[config.mk]
export PLATFORM = sky130hd
export DESIGN_NAME = im_loader
export DESIGN_NICKNAME = d
export VERILOG_FILES = /design/src/rtl/im_loader_pkg.sv /design/src/rtl/im_word_packer.sv /design/src/rtl/im_loader.sv
export SDC_FILE = /design/constraint.sdc
export NUM_CORES = 1
export LEC_CHECK = 0
export CORE_MARGIN = 3
export CORE_UTILIZATION = 40
export DETAILED_ROUTE_END_ITERATION = 8
export PLACE_DENSITY_LB_ADDON = 0.12
export REMOVE_ABC_BUFFERS = 1
export SLEW_MARGIN = 20
export SYNTH_ARGS = -nofsm -noshare
export SYNTH_HDL_FRONTEND = slang
export SYNTH_HIERARCHICAL = 1
export SYNTH_SLANG_ARGS = --single-unit
export TNS_END_PERCENT = 100
[constraint.sdc]
create_clock -name clk -period 3.9 [get_ports clk]
set_clock_uncertainty 0.15 [all_clocks]
set_input_delay 1.17 -clock clk [delete_from_list [all_inputs] [get_ports clk]]
set_output_delay 1.17 -clock clk [all_outputs]
set_load 0.03 [all_outputs]
[src/rtl/im_loader_pkg.sv]
// Shared definitions for the instruction-memory loader and the IM itself.
//   IM_DEPTH   : IM depth in words; IM and im_loader must agree on it.
//   ld_state_e : loader FSM state encoding.
package im_loader_pkg;

  localparam int unsigned IM_DEPTH = 30;

  typedef enum logic [1:0] {
    StIdle  = 2'd0,
    StLoad  = 2'd1,
    StCheck = 2'd2,
    StDone  = 2'd3
  } ld_state_e;

endpackage

[src/rtl/im_word_packer.sv]
// Packs a byte stream big-endian into 32-bit words.
// Ports:
//   clk, rst_n  : clock, async active-low reset
//   clr         : restart packing at byte 0 of a word
//   byte_en     : byte_data is consumed this cycle
//   byte_data   : incoming byte
//   word        : packed word, valid while word_valid is high
//   word_valid  : high in the cycle the 4th byte of a word is consumed
module im_word_packer (
  input  logic        clk,
  input  logic        rst_n,
  input  logic        clr,
  input  logic        byte_en,
  input  logic [7:0]  byte_data,
  output logic [31:0] word,
  output logic        word_valid
);

  logic [1:0]  cnt_q, cnt_d;
  // Only the first three bytes need storing; the 4th is taken straight from the input.
  logic [23:0] sr_q, sr_d;

  always_comb begin
    cnt_d = cnt_q;
    sr_d  = sr_q;
    if (clr) begin
      cnt_d = '0;
      sr_d  = '0;
    end else if (byte_en) begin
      cnt_d = cnt_q + 2'd1;
      sr_d  = {sr_q[15:0], byte_data};
    end
  end

  always_ff @(posedge clk or negedge rst_n) begin
    if (!rst_n) begin
      cnt_q <= '0;
      sr_q  <= '0;
    end else begin
      cnt_q <= cnt_d;
      sr_q  <= sr_d;
    end
  end

  assign word       = {sr_q, byte_data};
  assign word_valid = byte_en && (cnt_q == 2'd3) && !clr;

endmodule

[src/rtl/im_loader.sv]
// Streams a program image into the instruction memory after reset.
// Bytes arrive on a valid/ready link, are packed big-endian into words and
// written through IM's synchronous write port; a trailing XOR checksum byte
// is verified. The CPU is held off while a load is in progress.
// Ports:
//   clk, rst_n            : clock, async active-low reset
//   start, num_words      : begin a load of num_words words (sampled in idle)
//   byte_valid/byte_data  : input byte stream; byte_ready is the handshake
//   im_we/im_waddr/im_wdata : IM write port, one strobe per word
//   cpu_hold              : stall CPU while loading
//   done                  : one-cycle pulse at the end of a load
//   len_err, csum_err     : sticky error flags
module im_loader
  import im_loader_pkg::*;
#(
  parameter int unsigned DEPTH = IM_DEPTH,
  parameter int unsigned CNT_W = 5
) (
  input  logic             clk,
  input  logic             rst_n,
  input  logic             start,
  input  logic [CNT_W:0]   num_words,
  input  logic             byte_valid,
  input  logic [7:0]       byte_data,
  output logic             byte_ready,
  output logic             im_we,
  output logic [31:0]      im_waddr,
  output logic [31:0]      im_wdata,
  output logic             cpu_hold,
  output logic             done,
  output logic             len_err,
  output logic             csum_err
);

  localparam logic [CNT_W:0] DepthW = (CNT_W + 1)'(DEPTH);

  ld_state_e        state_q, state_d;
  logic [CNT_W-1:0] word_idx_q, word_idx_d;
  logic [CNT_W-1:0] last_idx_q, last_idx_d;
  logic [7:0]       csum_q, csum_d;
  logic             im_we_q, im_we_d;
  logic [31:0]      im_waddr_q, im_waddr_d;
  logic [31:0]      im_wdata_q, im_wdata_d;
  logic             len_err_q, len_err_d;
  logic             csum_err_q, csum_err_d;

  logic             accept;
  logic             load_go;
  logic [31:0]      pk_word;
  logic             pk_word_valid;

  assign byte_ready = (state_q == StLoad) || (state_q == StCheck);
  assign accept     = byte_valid && byte_ready;
  assign load_go    = (state_q == StIdle) && start && (num_words <= DepthW) && (num_words != '0);

  im_word_packer u_packer (
    .clk        (clk),
    .rst_n      (rst_n),
    .clr        (load_go),
    .byte_en    (accept && (state_q == StLoad)),
    .byte_data  (byte_data),
    .word       (pk_word),
    .word_valid (pk_word_valid)
  );

  always_comb begin
    state_d    = state_q;
    word_idx_d = word_idx_q;
    last_idx_d = last_idx_q;
    csum_d     = csum_q;
    im_we_d    = 1'b0;
    im_waddr_d = im_waddr_q;
    im_wdata_d = im_wdata_q;
    len_err_d  = len_err_q;
    csum_err_d = csum_err_q;

    case (state_q)
      StIdle: begin
        if (start) begin
          if (num_words > DepthW) begin
            len_err_d = 1'b1;
          end else if (num_words == '0) begin
            state_d = StDone;
          end else begin
            csum_err_d = 1'b0;
            word_idx_d = '0;
            csum_d     = '0;
            last_idx_d = CNT_W'(num_words - 1'b1);
            state_d    = StLoad;
          end
        end
      end
      StLoad: begin
        if (accept) begin
          csum_d = csum_q ^ byte_data;
          if (pk_word_valid) begin
            im_we_d    = 1'b1;
            im_waddr_d = {{(30 - CNT_W){1'b0}}, word_idx_q, 2'b00};
            im_wdata_d = pk_word;
            word_idx_d = word_idx_q + 1'b1;
            if (word_idx_q == last_idx_q) begin
              state_d = StCheck;
            end
          end
        end
      end
      StCheck: begin
        if (accept) begin
          if (byte_data != csum_q) begin
            csum_err_d = 1'b1;
          end
          state_d = StDone;
        end
      end
      StDone: begin
        state_d = StIdle;
      end
      default: begin
        state_d = StIdle;
      end
    endcase
  end

  always_ff @(posedge clk or negedge rst_n) begin
    if (!rst_n) begin
      state_q    <= StIdle;
      word_idx_q <= '0;
      last_idx_q <= '0;
      csum_q     <= '0;
      im_we_q    <= 1'b0;
      im_waddr_q <= '0;
      im_wdata_q <= '0;
      len_err_q  <= 1'b0;
      csum_err_q <= 1'b0;
    end else begin
      state_q    <= state_d;
      word_idx_q <= word_idx_d;
      last_idx_q <= last_idx_d;
      csum_q     <= csum_d;
      im_we_q    <= im_we_d;
      im_waddr_q <= im_waddr_d;
      im_wdata_q <= im_wdata_d;
      len_err_q  <= len_err_d;
      csum_err_q <= csum_err_d;
    end
  end

  assign im_we    = im_we_q;
  assign im_waddr = im_waddr_q;
  assign im_wdata = im_wdata_q;
  assign cpu_hold = (state_q != StIdle);
  assign done     = (state_q == StDone);
  assign len_err  = len_err_q;
  assign csum_err = csum_err_q;

endmodule

* Yosys cells after proc, flatten, opt, wreduce, memory -nomap -nowiden
Index checks and enable logic that the tools add are counted.
Cells by class: reduce and logical (&&, ||, !) cells 23, $lt $le $gt $ge 2, bitwise operators 3, muxes and demuxes 32, add/sub/neg operators 3, equal/unequal tests 14
Operator list (number):
- 24-bit 2-to-1 mux | 2
- 8-bit 2-to-1 mux | 4
- 5-bit 2-to-1 mux | 5
- 2-bit 2-to-1 mux | 9
- 6-bit AND reduction | 3
- 8-bit case mux with 2 select lines | 1
- 2-bit inequality test, second input constant | 6
- 5-bit case mux with 2 select lines | 1
- 1-bit 2-to-1 mux | 8
- 8-bit inequality test | 1
- 2-bit case mux with 4 select lines | 1
- 2-bit nonzero test | 4
- 8-bit bitwise XOR | 1
- 1-bit logical AND | 7
- 2-bit == test, second input constant | 3
- 6-bit by 5-bit greater-than comparator with 1-bit output, second input constant | 1
- 6-bit by 5-bit <= comparator with 1-bit output, second input constant | 1
- 6-bit zero test | 1
- 3-bit AND reduction | 2
- 6-bit nonzero test | 1
- 5-bit by 1-bit adder with 5-bit output, second input constant | 1
- 5-bit == test | 1
- 5-bit AND reduction | 1
- 5-bit by 1-bit subtractor with 5-bit output, second input constant | 1
- other kinds (9) | 11
Storage, ports and cells: bits of input ports 18, bits in registers 86, output and inout bits 70

* Depth between registers and ports, before layout
Gate-level depths: netlist of run 1.
depth after elaboration 9, depth in mapped cells 14

* Hierarchy
Netlist of run 1, hierarchy kept.
By module, submodules not included:
- im_loader | cells each 258, sequential area each 1501.4 sq um, instances 1, area an instance 3019.1 sq um
- im_word_packer | cells each 95, sequential area each 650.6 sq um, instances 1, area an instance 1156.1 sq um

* Worst setup path before layout of run 1
Ideal clock, no wire load.
path type input -> register, from input num_words[0], to register im_wdata_q[0] (netlist: im_wdata[0]), data required time 3625 ps, path buffers 3, stages on the path 13, path slack 120 ps, arrival 3506 ps, path through inv_1 ha_1 nand2b_4 or3_4 nand3_1 inv_1 buf_2 buf_2 nor2_1 nand2_4 clkinv_2 buf_2 mux2_2
On the way: longest elaborated chain between the ends 6, elaborated cells between the ends (all ways) 7, classes of those cells 1 x order compare; 6 x reduce/logical
Ends and longest elaborated chain:
- from (decl) | line im_loader.sv:22 | input logic [CNT_W:0] num_words,
- 6-bit by 5-bit <= comparator with 1-bit output | line im_loader.sv:54 | assign load_go = (state_q == StIdle) && start && (num_words <= DepthW) && (num_words != '0);
- 1-bit logical AND | line im_loader.sv:54
- 1-bit logical AND (*) | line im_loader.sv:54
- via load_go | line im_loader.sv:48 | logic load_go;
- 1-bit zero test (*) | line im_word_packer.sv:46 | assign word_valid = byte_en && (cnt_q == 2'd3) && !clr;
- 1-bit logical AND (*) | line im_word_packer.sv:46
- via pk_word_valid | line im_loader.sv:50 | logic pk_word_valid;
- 3-bit AND reduction (no source line) (*)
- to (signal assigned) | line im_loader.sv:142 | im_wdata_q <= im_wdata_d;
- to (decl) | line im_loader.sv:43 | logic [31:0] im_wdata_q, im_wdata_d;
Mark *: on every way through the listed nets, which the timed path passes. The rest lies on a longest branch. A chain may end at the register's enable or synchronous reset.

* Final worst setup path of run 1
from input num_words[1], to register word_idx_q[3]
On the way: longest elaborated chain between the ends 7, elaborated cells between the ends (all ways) 12, classes of those cells 2 x order compare; 3 x eq/ne; 7 x reduce/logical
Ends and longest elaborated chain:
- 6-bit by 5-bit <= comparator with 1-bit output | line im_loader.sv:54
- 1-bit logical AND | line im_loader.sv:54
- 1-bit logical AND (*) | line im_loader.sv:54
- via load_go | line im_loader.sv:48
- 1-bit zero test (*) | line im_word_packer.sv:46
- 1-bit logical AND (*) | line im_word_packer.sv:46
- via pk_word_valid | line im_loader.sv:50
- 2-bit inequality test (no source line) (*)
- 6-bit AND reduction (no source line) (*)
- to (signal assigned) | line im_loader.sv:137 | word_idx_q <= word_idx_d;
- to (decl) | line im_loader.sv:38 | logic [CNT_W-1:0] word_idx_q, word_idx_d;
Marked as above.

==> results of run 1 <==
[worst paths after layout]
kind	start	to	slack (ns)	depth (start not counted)
min in group asynchronous	rst_n	im_wdata[28]$_DFFE_PN0P_	0.71	1
max in group asynchronous	rst_n	csum_q[6]$_DFFE_PN0P_	2.24	2
max	num_words[1]	word_idx_q[3]$_DFFE_PN0P_	0.43	13
min reg2reg	len_err$_DFFE_PN0P_	len_err$_DFFE_PN0P_	0.35	1
min	len_err$_DFFE_PN0P_	len_err$_DFFE_PN0P_	0.35	1
max reg2reg	state_q[1]$_DFFE_PN0P_	word_idx_q[3]$_DFFE_PN0P_	1.05	11
[cell families after synthesis]
kind of cell               synth area share
buffers and inverters                0.0983
xor gates and xnor gates             0.0315
and+or+nand+nor                       0.100
muxes                                 0.165
AOI/OAI and AO/OA                    0.0620
DFF                                   0.515
other                              0.000898
adders and majority gates            0.0270
[critical path: stages]
cell,delay [ns]
clkdlybuf4s50_1,0.47
inv_1,0.08
ha_1,0.20
nand2b_4,0.07
or3_4,0.35
nand3_1,0.11
inv_1,0.06
nor2_1,0.22
nand2_4,0.13
clkinv_2,0.12
nand4_1,0.12
and3_1,0.21
a221o_1,0.25
[area by class of cell]
| type | count | area (um2) | share of cell area |
|---|---|---|---|
| clock buffer | 13 | 149 | 0.0300 |
| sequential | 86 | 2150 | 0.433 |
| inverter | 9 | 35.0 | 0.00705 |
| clock inverter | 3 | 67.6 | 0.0136 |
| timing repair buffer | 67 | 688 | 0.139 |
| multi-input combinational | 236 | 1710 | 0.344 |
| tap | 133 | 166 | 0.0335 |
[cell usage in the layout, fill, tap and decap left out, drive strengths merged]
| master | count |
|---|---|
| a21boi | 1 |
| a21o | 1 |
| a21oi | 11 |
| a221o | 1 |
| a22o | 1 |
| a31o | 1 |
| a31oi | 11 |
| a32o | 1 |
| a32oi | 1 |
| and3 | 9 |
| buf | 8 |
| bufinv | 2 |
| clkbuf | 13 |
| clkdlybuf4s50 | 59 |
| clkinv | 1 |
| clkinvlp | 1 |
| conb | 27 |
| dfrtp | 86 |
| ha | 9 |
| inv | 8 |
| mux2 | 37 |
| mux2i | 27 |
| nand2 | 10 |
| nand2b | 12 |
| nand3 | 4 |
| nand4 | 6 |
| nor2 | 35 |
| nor3 | 1 |
| nor4 | 1 |
| nor4b | 1 |
| o211a | 1 |
| o21ai | 9 |
| o21ba | 1 |
| or2b | 1 |
| or3 | 1 |
| xnor2 | 10 |
| xor2 | 5 |
[metrics by stage]
stage	instance area [um2]	worst slack [ns]
2_1_floorplan	3900	-0.131
3_3_place_gp	4750	0.136
3_5_place_dp	4750	0.0658
4_1_cts	4970	0.432
5_1_grt	4970	0.249
6_report	4970	0.427
[sequential cells by signal, indices dropped and copies added, names as in the netlist]
register        flops
last_idx_q          5
u_packer/cnt_q      2
im_wdata           32
u_packer/sr_q      24
csum_q              8
im_we               1
len_err             1
word_idx_q          5
csum_err            1
state_q             2
im_waddr            5
[per-layer routing]
metal / GRT usage / share of wire
met5: 0 / 0
met4: 0.0469 / 0.011
met3: 0.0376 / 0.044
met2: 0.232 / 0.48
met1: 0.187 / 0.46
[power by group]
part           switching [mW]  internal, mW
Clock                   0.306         0.380
Combinational           0.667         0.485
Sequential              0.161          1.13
[synthesized netlist by cell type (all sizes together), types with 4 or more instances]
cell type	count
a21oi	11
inv	8
and3	9
xor2	5
a31oi	11
ha	9
nor2	35
nand2b	12
o21ai	9
mux2	37
nand2	10
nand3	4
dfrtp	86
buf	47
xnor2	10
mux2i	27
nand4	6
==> results.md, run 1 <==
* Max H-tree Level at 3
* CTS tree: built
* Detail Route Antenna Nets at 0
* Synthesized area at roughly 4200 um2
* Rows at 36
* Unrepaired setup endpoints after global routing: no
* Slew Viols, Final at 0
* Status: completed
* Via count at ~2.7k
* P per Cell Area at about 630 nW/um2
* Crit path launch type: input pin
* FF+latch count, synth at between 80 and 90
* Req. time, crit path at 3.99 ns
* Fill count at 924
* Vias/cell at between 4 and 5
* Post-layout min period at roughly 3.5 ns
* Syn. warnings at 6
* Netlist cell types at 42
* Die area at ~12000 um2
* Die height at roughly 110 um
* Layout cells sized above 1 at 0.167
* Ant. Diodes at 0
* Placeable Area at roughly 10000 um2
* # resized after CTS at 0
* Largest net degree at the start of global routing at between 50 and 60
* Routed wire length at roughly 7900 um
* Post-synth EDFFs at 0
* Setup CP Type: in -> reg
* Routed length per placed instance at between 10 and 15 um
* Initial core utilization at 0.419
* Final GP Congestion at ~0.84
* Seq/Total Area, Yosys at 0.515
* Leakage Power at 2.33 nW
* Hold Buf Count CTS at 0
* Grt total ovfl at 0
* Synth area leaders: dfrtp_1, mux2_2, mux2i_1
* Cells after DPL at between 500 and 600
* Path category of the worst min-delay check: reg -> reg
* Total power at between 3 and 4 mW
* Crit-path max FO at 8
* Initial antenna violation count at 0
* Final hold viol count at 0
* Final net count at approximately 440
* Crit. End Element: flip-flop
* Final setup fails at 0
* Vias in the first global route at 2682
* First-pass GRT wire length at 13200 um
* Async SR Flop Fraction at 1.00
* Max Clock Freq at between 0.2 and 0.3 GHz
* Final HPWL DP at 5370 um
* TNS Setup at 0 ns
* Final routed DRC violation total at 0
* Die W at 108 um
* Clock buffer depth at 2
* Max-cap violation count at 0
* Slew margin rel. at 0.542
* Port Buffers at 60
* Non-Filler Instances at ~550
* Clk sink count at 86
* Worst-Skew Late Latency at 0.35 ns
* Number of detailed-route iterations in the first pass at 4
* CTS buffer count at 9
* CTS root buf: clkbuf_8
* Hold WS at between 0.3 and 0.4 ns
* Syn_area_per_cell at between 10 and 15 um2
* Gr usage total at 0.143
* Post-synthesis instance total at approximately 350
* Postcts setup bufs at 0
* Period Utilization, post-route at 0.890
* Least-Margin Pin Slew at just under 0.7 ns
* DR iter-0 viols at 97
* Post-Route Utilization at 0.499
* IO Count at slightly below 90
* Worst EP arrival at ~3.6 ns
* Area leader, netlist: dfrtp_1
* Synth Flop Type: dfrtp_1
* Area grow syn2layout at 19.0%
* Synth top area share at 0.515
* CTS clk-pin slew, worst paths at about 0.080 ns
* Worst-case vdd ir drop at 0.325 mV
Note: power is estimated with default switching activity, not from simulation.
==> run 2, diff against run 1 <==
--- a/config.mk
+++ b/config.mk
@@ -5,8 +5,9 @@
 export SDC_FILE = /design/constraint.sdc
 export NUM_CORES = 1
 export LEC_CHECK = 0
+export CORE_ASPECT_RATIO = 1.75
 export CORE_MARGIN = 3
-export CORE_UTILIZATION = 40
+export CORE_UTILIZATION = 51
 export DETAILED_ROUTE_END_ITERATION = 8
 export PLACE_DENSITY_LB_ADDON = 0.12
 export REMOVE_ABC_BUFFERS = 1
==> run 2 against run 1 <==
  * Count of clock-buffer cells in the layout stayed put
  * Power is 8.6% higher
  * Cell count fell by 7.7%
  * Non-clock buffer count is 1 higher
  * First-iteration DRC count is 31% higher
  * Hold slack worse by 0.00079 ns
  * Setup slack improved by 0.053 ns
  * Design area rose by 1.0%
  * Global-route usage grew 4.5 points
  * Critical path depth unchanged
  * Core utilization increased by 13 points
  * Critical endpoint is now state_q[0]$_DFFE_PN0P_
  * Largest power group unchanged
==> results.md, run 2 (synthesized netlist as in run 1, its figures left out) <==
* Slowest cell on the critical path: clkdlybuf4s50_1
* Final hold viol count at 0 (unchanged)
* Die W at 74.4 um (-31%)
* Postcts setup bufs at 0 (unchanged)
* CTS tree: built
* Layout cells sized above 1 at 0.173 (+0.00683)
* Ant. Diodes at 0 (unchanged)
* Commonest non-fill, non-tap cells in the layout: dfrtp_1, clkdlybuf4s50_1, mux2_2
* Initial core utilization at 0.524 (+0.105)
* Slew margin rel. at 0.487 (-0.0543)
* Post-layout min period at 3.42 ns (-0.0533 ns)
* Path category of the worst min-delay check: reg -> reg
* CTS buffer count at 9 (unchanged)
* Worst-case vdd ir drop at 0.376 mV (+16%)
* Worst-Skew Late Latency at 0.34 ns (about the same)
* Pre-CTS WS at 0.118 ns (+0.0519 ns)
* Most common cell after layout, fill and taps aside: dfrtp_1
* Worst EP arrival at 3.52 ns (-0.04 ns)
* Period Utilization, post-route at 0.877 (-0.0137)
* P_int at 2.23 mW (+12%)
* Crit. End Element: flip-flop
* Req. time, crit path at 4.00 ns (about the same)
* Grt total ovfl at 0 (unchanged)
* Family with the most delay on the worst path: simple AND/OR/NAND/NOR gates
* Crit-path max FO at 4 (-4)
* Detail Route Antenna Nets at 0 (unchanged)
* Rows at 43 (+19%)
* Leakage Power at 2.39 nW (+2.6%)
* CP peak stage delay at 0.45 ns (-0.02 ns)
* Placeable Area at 7960 um2 (-20%)
* Setup ws final at 0.481 ns (+0.0533 ns)
* Unrepaired setup endpoints after global routing: no
* Routed length per placed instance at 15.9 um (+9.5%)
* Initial antenna violation count at 0 (unchanged)
* Number of detailed-route iterations in the first pass at 4 (unchanged)
* Port Buffers at 60 (unchanged)
* Gate power share at 0.340 (-0.028)
* Final net count at 437 (+0.23%)
* Clk sink count at 86 (unchanged)
* Bufs and invs on worst path at 4 (unchanged)
* CTS clk-pin slew, worst paths at 0.06 ns (-0.02 ns)
* Cells after DPL at 489 (-7.9%)
* Die area at 9350 um2 (-20%)
* Setup CP Type: in -> reg
* Final GP Congestion at 0.846 (+1.3%)
* Status: completed
* First-pass GRT wire length at 13300 um (+0.68%)
* Least-Margin Pin Slew at 0.769 ns (+0.0815 ns)
* Die height at 126 um (+16%)
* Crit path launch type: input pin
* Final HPWL DP at 5450 um (+1.7%)
* Final routed DRC violation total at 0 (unchanged)
* Hold Buf Count CTS at 0 (unchanged)
* Largest net degree at the start of global routing at 87 (+61%)
* Net Sw Power at 1.17 mW (+2.8%)
* Switching part of the total at 0.343 (-0.0193)
* Final Cell Area at 5020 um2 (+1.0%)
* Routed wire length at 8020 um (+1.1%)
* Clock buffer depth at 2 (unchanged)
* Max-cap violation count at 0 (unchanged)
* Post-placement cell area at 4680 um2 (-1.5%)
* IO Count at 88 (unchanged)
* Flop pwr share at 0.383 (-0.030)
* Clock share of power at 0.277 (+0.058)
* Max H-tree Level at 3 (unchanged)
* Gr usage total at 0.188 (+0.0447)
* DR iter-0 viols at 127 (+31%)
* Cells along the critical path: clkdlybuf4s50_1 > inv_1 > ha_1 > nand2b_4 > or3_4 > nand3_1 > inv_1 > nor2_1 > buf_4 > nand4_1 > o21ai_0 > nand3_1 > a32oi_1
* Slew Viols, Final at 0 (unchanged)
* Vias/cell at 5.25 (+7.8%)
* CTS root buf: clkbuf_16
* Vias in the first global route at 2692 (+0.37%)
* Max FFs per register at 32 (unchanged)
* Max Clock Freq at 0.292 GHz (+1.6%)
* Via count at 2652 (-0.49%)
* Non-Filler Instances at 505 (-7.7%)
* # resized after CTS at 0 (unchanged)
* P per Cell Area at 677 nW/um2 (+7.5%)
* Final setup fails at 0 (unchanged)
* Area grow syn2layout at 20.2%
## run 2: stage by stage
| step | TNS [ns] | power, mW | util | hold WS [ns] |
|---|---|---|---|---|
| 3_5_place_dp | 0 | 2.47 | 0.588 | 0.339 |
| 3_3_place_gp | 0 | 2.44 | 0.588 | 0.311 |
| 4_1_cts | 0 | 3.43 | 0.630 | 0.351 |
| 6_report | 0 | 3.40 | 0.630 | 0.349 |
| 2_1_floorplan | -0.131 | 2.07 | - | 0.320 |
| 5_1_grt | 0 | 3.62 | 0.630 | 0.355 |
## run 2: final timing paths
kind | from | cells past startpoint | slack [ns] | to
min | u_packer/sr_q[18]$_DFFE_PN0P_ | 1 | 0.35 | im_wdata[26]$_DFFE_PN0P_
max reg2reg | state_q[1]$_DFFE_PN0P_ | 11 | 1.20 | state_q[0]$_DFFE_PN0P_
max | num_words[0] | 13 | 0.48 | state_q[0]$_DFFE_PN0P_
min reg2reg | u_packer/sr_q[18]$_DFFE_PN0P_ | 1 | 0.35 | im_wdata[26]$_DFFE_PN0P_
min in group asynchronous | rst_n | 1 | 0.72 | im_waddr[2]$_DFFE_PN0P_
max in group asynchronous | rst_n | 1 | 2.33 | u_packer/sr_q[13]$_DFFE_PN0P_
## run 2: metal layers
metal,share of wire,vias up,global-route usage,routed length (um)
met4,0.022,0,0.0797,177
met1,0.41,1317,0.247,3290
li1,-,1263,-,-
met2,0.53,59,0.288,4260
met3,0.036,13,0.0519,285
met5,0,-,0,0
## run 2: final cells by class
cell class              count  area [um2]
fillers                   663        2940
well taps                  90         113
inverters                   9        35.0
multi-input cells         236        1710
repair buffers             68         674
clock inverters             3        65.1
flip-flops and latches     86        2150
clock buffers              13         270
## run 2: worst reg2reg max path: stages (launching register included)
cell and delay [ns]:
dfrtp_1 0.39, inv_1 0.12, ha_1 0.52, nand3_2 0.24, inv_2 0.15, nand2_1 0.06, nor2_1 0.19, buf_4 0.16
nand4_1 0.07, o21ai_0 0.22, nand3_1 0.15, a32oi_1 0.19
## run 2: power groups by stage
stage | combinational [mW] | sequential (mW) | clock [mW]
after floorplan | 0.680 | 1.39 | 0
after global placement | 1.13 | 1.31 | 0
after detailed placement | 1.16 | 1.32 | 0
after CTS | 1.17 | 1.30 | 0.966
after global routing | 1.27 | 1.34 | 1.01
final | 1.16 | 1.30 | 0.941
==> run 3, diff against run 2 <==
--- a/config.mk
+++ b/config.mk
@@ -11,6 +11,7 @@
 export DETAILED_ROUTE_END_ITERATION = 8
 export PLACE_DENSITY_LB_ADDON = 0.12
 export REMOVE_ABC_BUFFERS = 1
+export SETUP_SLACK_MARGIN = 0.05
 export SLEW_MARGIN = 20
 export SYNTH_ARGS = -nofsm -noshare
 export SYNTH_HDL_FRONTEND = slang
==> constraint.sdc (replaced) <==
create_clock -name clk -period 3.9 [get_ports clk]
set_clock_uncertainty 0.15 [all_clocks]
set_input_delay 0.78 -clock clk [delete_from_list [all_inputs] [get_ports clk]]
set_output_delay 0.78 -clock clk [all_outputs]
set_load 0.03 [all_outputs]
==> run 3 against run 2 <==
  * Power fell by 3.1%
  * Critical path depth did not move
  * Setup slack got worse by 0.036 ns
  * Clock power fell by 9.7%
  * Sequential share of layout area rose by 0.55 points
  * Critical path type unchanged
  * Highest routed layer unchanged
==> results.md, run 3 (synthesized netlist as in run 1, its figures left out) <==
* Status: completed
* # resized after CTS at 0 (unchanged)
* Clock buffer depth at 2 (unchanged)
* Crit-path max FO at 17 (+13)
* Vias in the first global route at 2694 (+0.074%)
* Path category of the worst min-delay check: reg -> reg
* Reg2Reg Depth at 11 (unchanged)
* Crit. End Element: flip-flop
* Grt total ovfl at 0 (unchanged)
* Hold Path Origin: len_err$_DFFE_PN0P_
* Least-Margin Pin Slew at 0.757 ns (-0.0124 ns)
* FF-to-FF Start: state_q[1]$_DFFE_PN0P_
* Slew Viols, Final at 0 (unchanged)
* Req. time, crit path at 3.96 ns (-0.04 ns)
* Hold WS at 0.329 ns (-0.0204 ns)
* Max H-tree Level at 3 (unchanged)
* Hold Buf Count CTS at 0 (unchanged)
* Most common cell after layout, fill and taps aside: dfrtp_1
* Period Utilization, post-route at 0.886 (+0.00920)
* Flop-to-flop setup slack at 0.77 ns (-0.43 ns)
* DR iter-0 viols at 114 (-10%)
* First-pass GRT wire length at 12900 um (-3.1%)
* Net Sw Power at 1.15 mW (-1.4%)
* Worst-Skew Late Latency at 0.33 ns (about the same)
* Crit path launch type: input pin
* Final GP Congestion at 0.834 (-1.4%)
* Pre-CTS WS at 0.104 ns (-0.0134 ns)
* Setup ws final at 0.445 ns (-0.0359 ns)
* Hold depth at 1 (unchanged)
* P_int at 2.14 mW (-4.0%)
* Placeable Area at 7960 um2 (unchanged)
* CTS tree: built
* CTS root buf: clkbuf_16
* Setup CP Type: in -> reg
* TNS Setup at 0 ns (unchanged)
* Post-layout min period at 3.46 ns (+0.0359 ns)
* Reg-to-reg endpoint: word_idx_q[3]$_DFFE_PN0P_
* Rows at 43 (unchanged)
* Final setup fails at 0 (unchanged)
* Final net count at 433 (-0.92%)
* Final HPWL DP at 5330 um (-2.2%)
* P per Cell Area at 664 nW/um2 (-1.9%)
* Total power at 3.29 mW (-3.1%)
* Max FFs per register at 32 (unchanged)
* Clk sink count at 86 (unchanged)
* Initial core utilization at 0.524 (unchanged)
* Via count at 2650 (-0.075%)
* Ant. Diodes at 0 (unchanged)
* Worst-case vdd ir drop at 0.356 mV (-5.3%)
* CTS clk-pin slew, worst paths at 0.06 ns (about the same)
* Area grow syn2layout at 18.7%
* Final routed DRC violation total at 0 (unchanged)
* Postcts setup bufs at 0 (unchanged)
* Layout cells sized above 1 at 0.165 (-0.00804)
* Final hold viol count at 0 (unchanged)
* Slew margin rel. at 0.496 (+0.00828)
* Max-cap violation count at 0 (unchanged)
* CTS buffer count at 9 (unchanged)
* Commonest non-fill, non-tap cells in the layout: dfrtp_1, clkdlybuf4s50_1, mux2_2
* Routed wire length at 7820 um (-2.5%)
* Gr usage total at 0.179 (-0.00865)
* Clock share of power at 0.258 (-0.019)
* Port Buffers at 60 (unchanged)
* Min-Delay Endpoint: len_err$_DFFE_PN0P_
* Routed length per placed instance at 15.6 um (-1.7%)
* Worst EP arrival at 3.52 ns (about the same)
* Flop pwr share at 0.394 (+0.011)
* Leakage Power at 2.35 nW (-1.4%)
* Vias/cell at 5.29 (+0.72%)
* Unrepaired setup endpoints after global routing: no
* Initial antenna violation count at 0 (unchanged)
* Detail Route Antenna Nets at 0 (unchanged)
* Largest net degree at the start of global routing at 87 (unchanged)
* Die height at 126 um (unchanged)
* IO Count at 88 (unchanged)
* Die W at 74.4 um (unchanged)
* Max Clock Freq at 0.289 GHz (-1.0%)
* Gate power share at 0.348 (+0.008)
* Number of detailed-route iterations in the first pass at 4 (unchanged)
* Switching part of the total at 0.349 (+0.00594)
* Die area at 9350 um2 (unchanged)
-- run 3: cell count changes in the layout (fill, tap and decap cells not counted), sizes merged --
| cell | before | now |
|---|---|---|
| clkinv | 2 | 4 |
| bufinv | 2 | 1 |
| buf | 9 | 5 |
| clkbuf | 13 | 12 |
-- run 3: worst max-delay path by stage --
stage,from,slack (ns),cells past startpoint,end
after global routing,num_words[0],0.23,13,word_idx_q[3]$_DFFE_PN0P_
after CTS,num_words[0],0.44,13,word_idx_q[3]$_DFFE_PN0P_
after detailed placement,num_words[0],0.10,13,word_idx_q[3]$_DFFE_PN0P_
final,num_words[0],0.44,13,word_idx_q[3]$_DFFE_PN0P_
after floorplan,num_words[0],0.26,12,word_idx_q[3]$_DFFE_PN0P_
after global placement,num_words[0],0.22,13,word_idx_q[3]$_DFFE_PN0P_
-- run 3: layer usage --
metal  part of all wire  GRT usage  vias to the layer above
li1                   -          -                     1259
met1               0.42      0.225                     1327
met3              0.032     0.0335                       11
met5                  0          0                        -
met2               0.53      0.295                       53
met4              0.021     0.0786                        0
-- run 3: cell type report --
cell class | instances | area (um2)
sequential | 86 | 2150
clock inverter | 4 | 45.0
clock buffer | 12 | 256
multi-input combinational | 236 | 1710
fill | 680 | 3010
timing repair buffer | 64 | 644
inverter | 9 | 35.0
tap | 90 | 113
-- run 3: power by group through the flow --
stage | registers [mW] | logic, mW | clock network [mW]
finish | 1.30 | 1.15 | 0.850
floorplan | 1.39 | 0.680 | 0
CTS | 1.30 | 1.16 | 0.874
global route | 1.33 | 1.26 | 0.916
global placement | 1.31 | 1.14 | 0
detailed placement | 1.31 | 1.16 | 0
-- run 3: metrics by stage --
| step | utilization | cells | area (um2) |
|---|---|---|---|
| after floorplan | - | 331 | 3900 |
| after global placement | 0.584 | 485 | 4650 |
| after detailed placement | 0.584 | 485 | 4650 |
| after CTS | 0.622 | 501 | 4950 |
| after global routing | 0.622 | 501 | 4960 |
| final | 0.622 | 501 | 4960 |
-- run 3: critical path, cell delays in order --
cell and delay, ns:
clkdlybuf4s50_1 0.44, inv_1 0.10, ha_1 0.22, nand2b_4 0.07
or3_4 0.35, nand3_1 0.11, inv_1 0.06, nor2_1 0.31
nand2_4 0.16, clkinv_2 0.27, nand4_1 0.17, and3_1 0.22
a221o_1 0.25
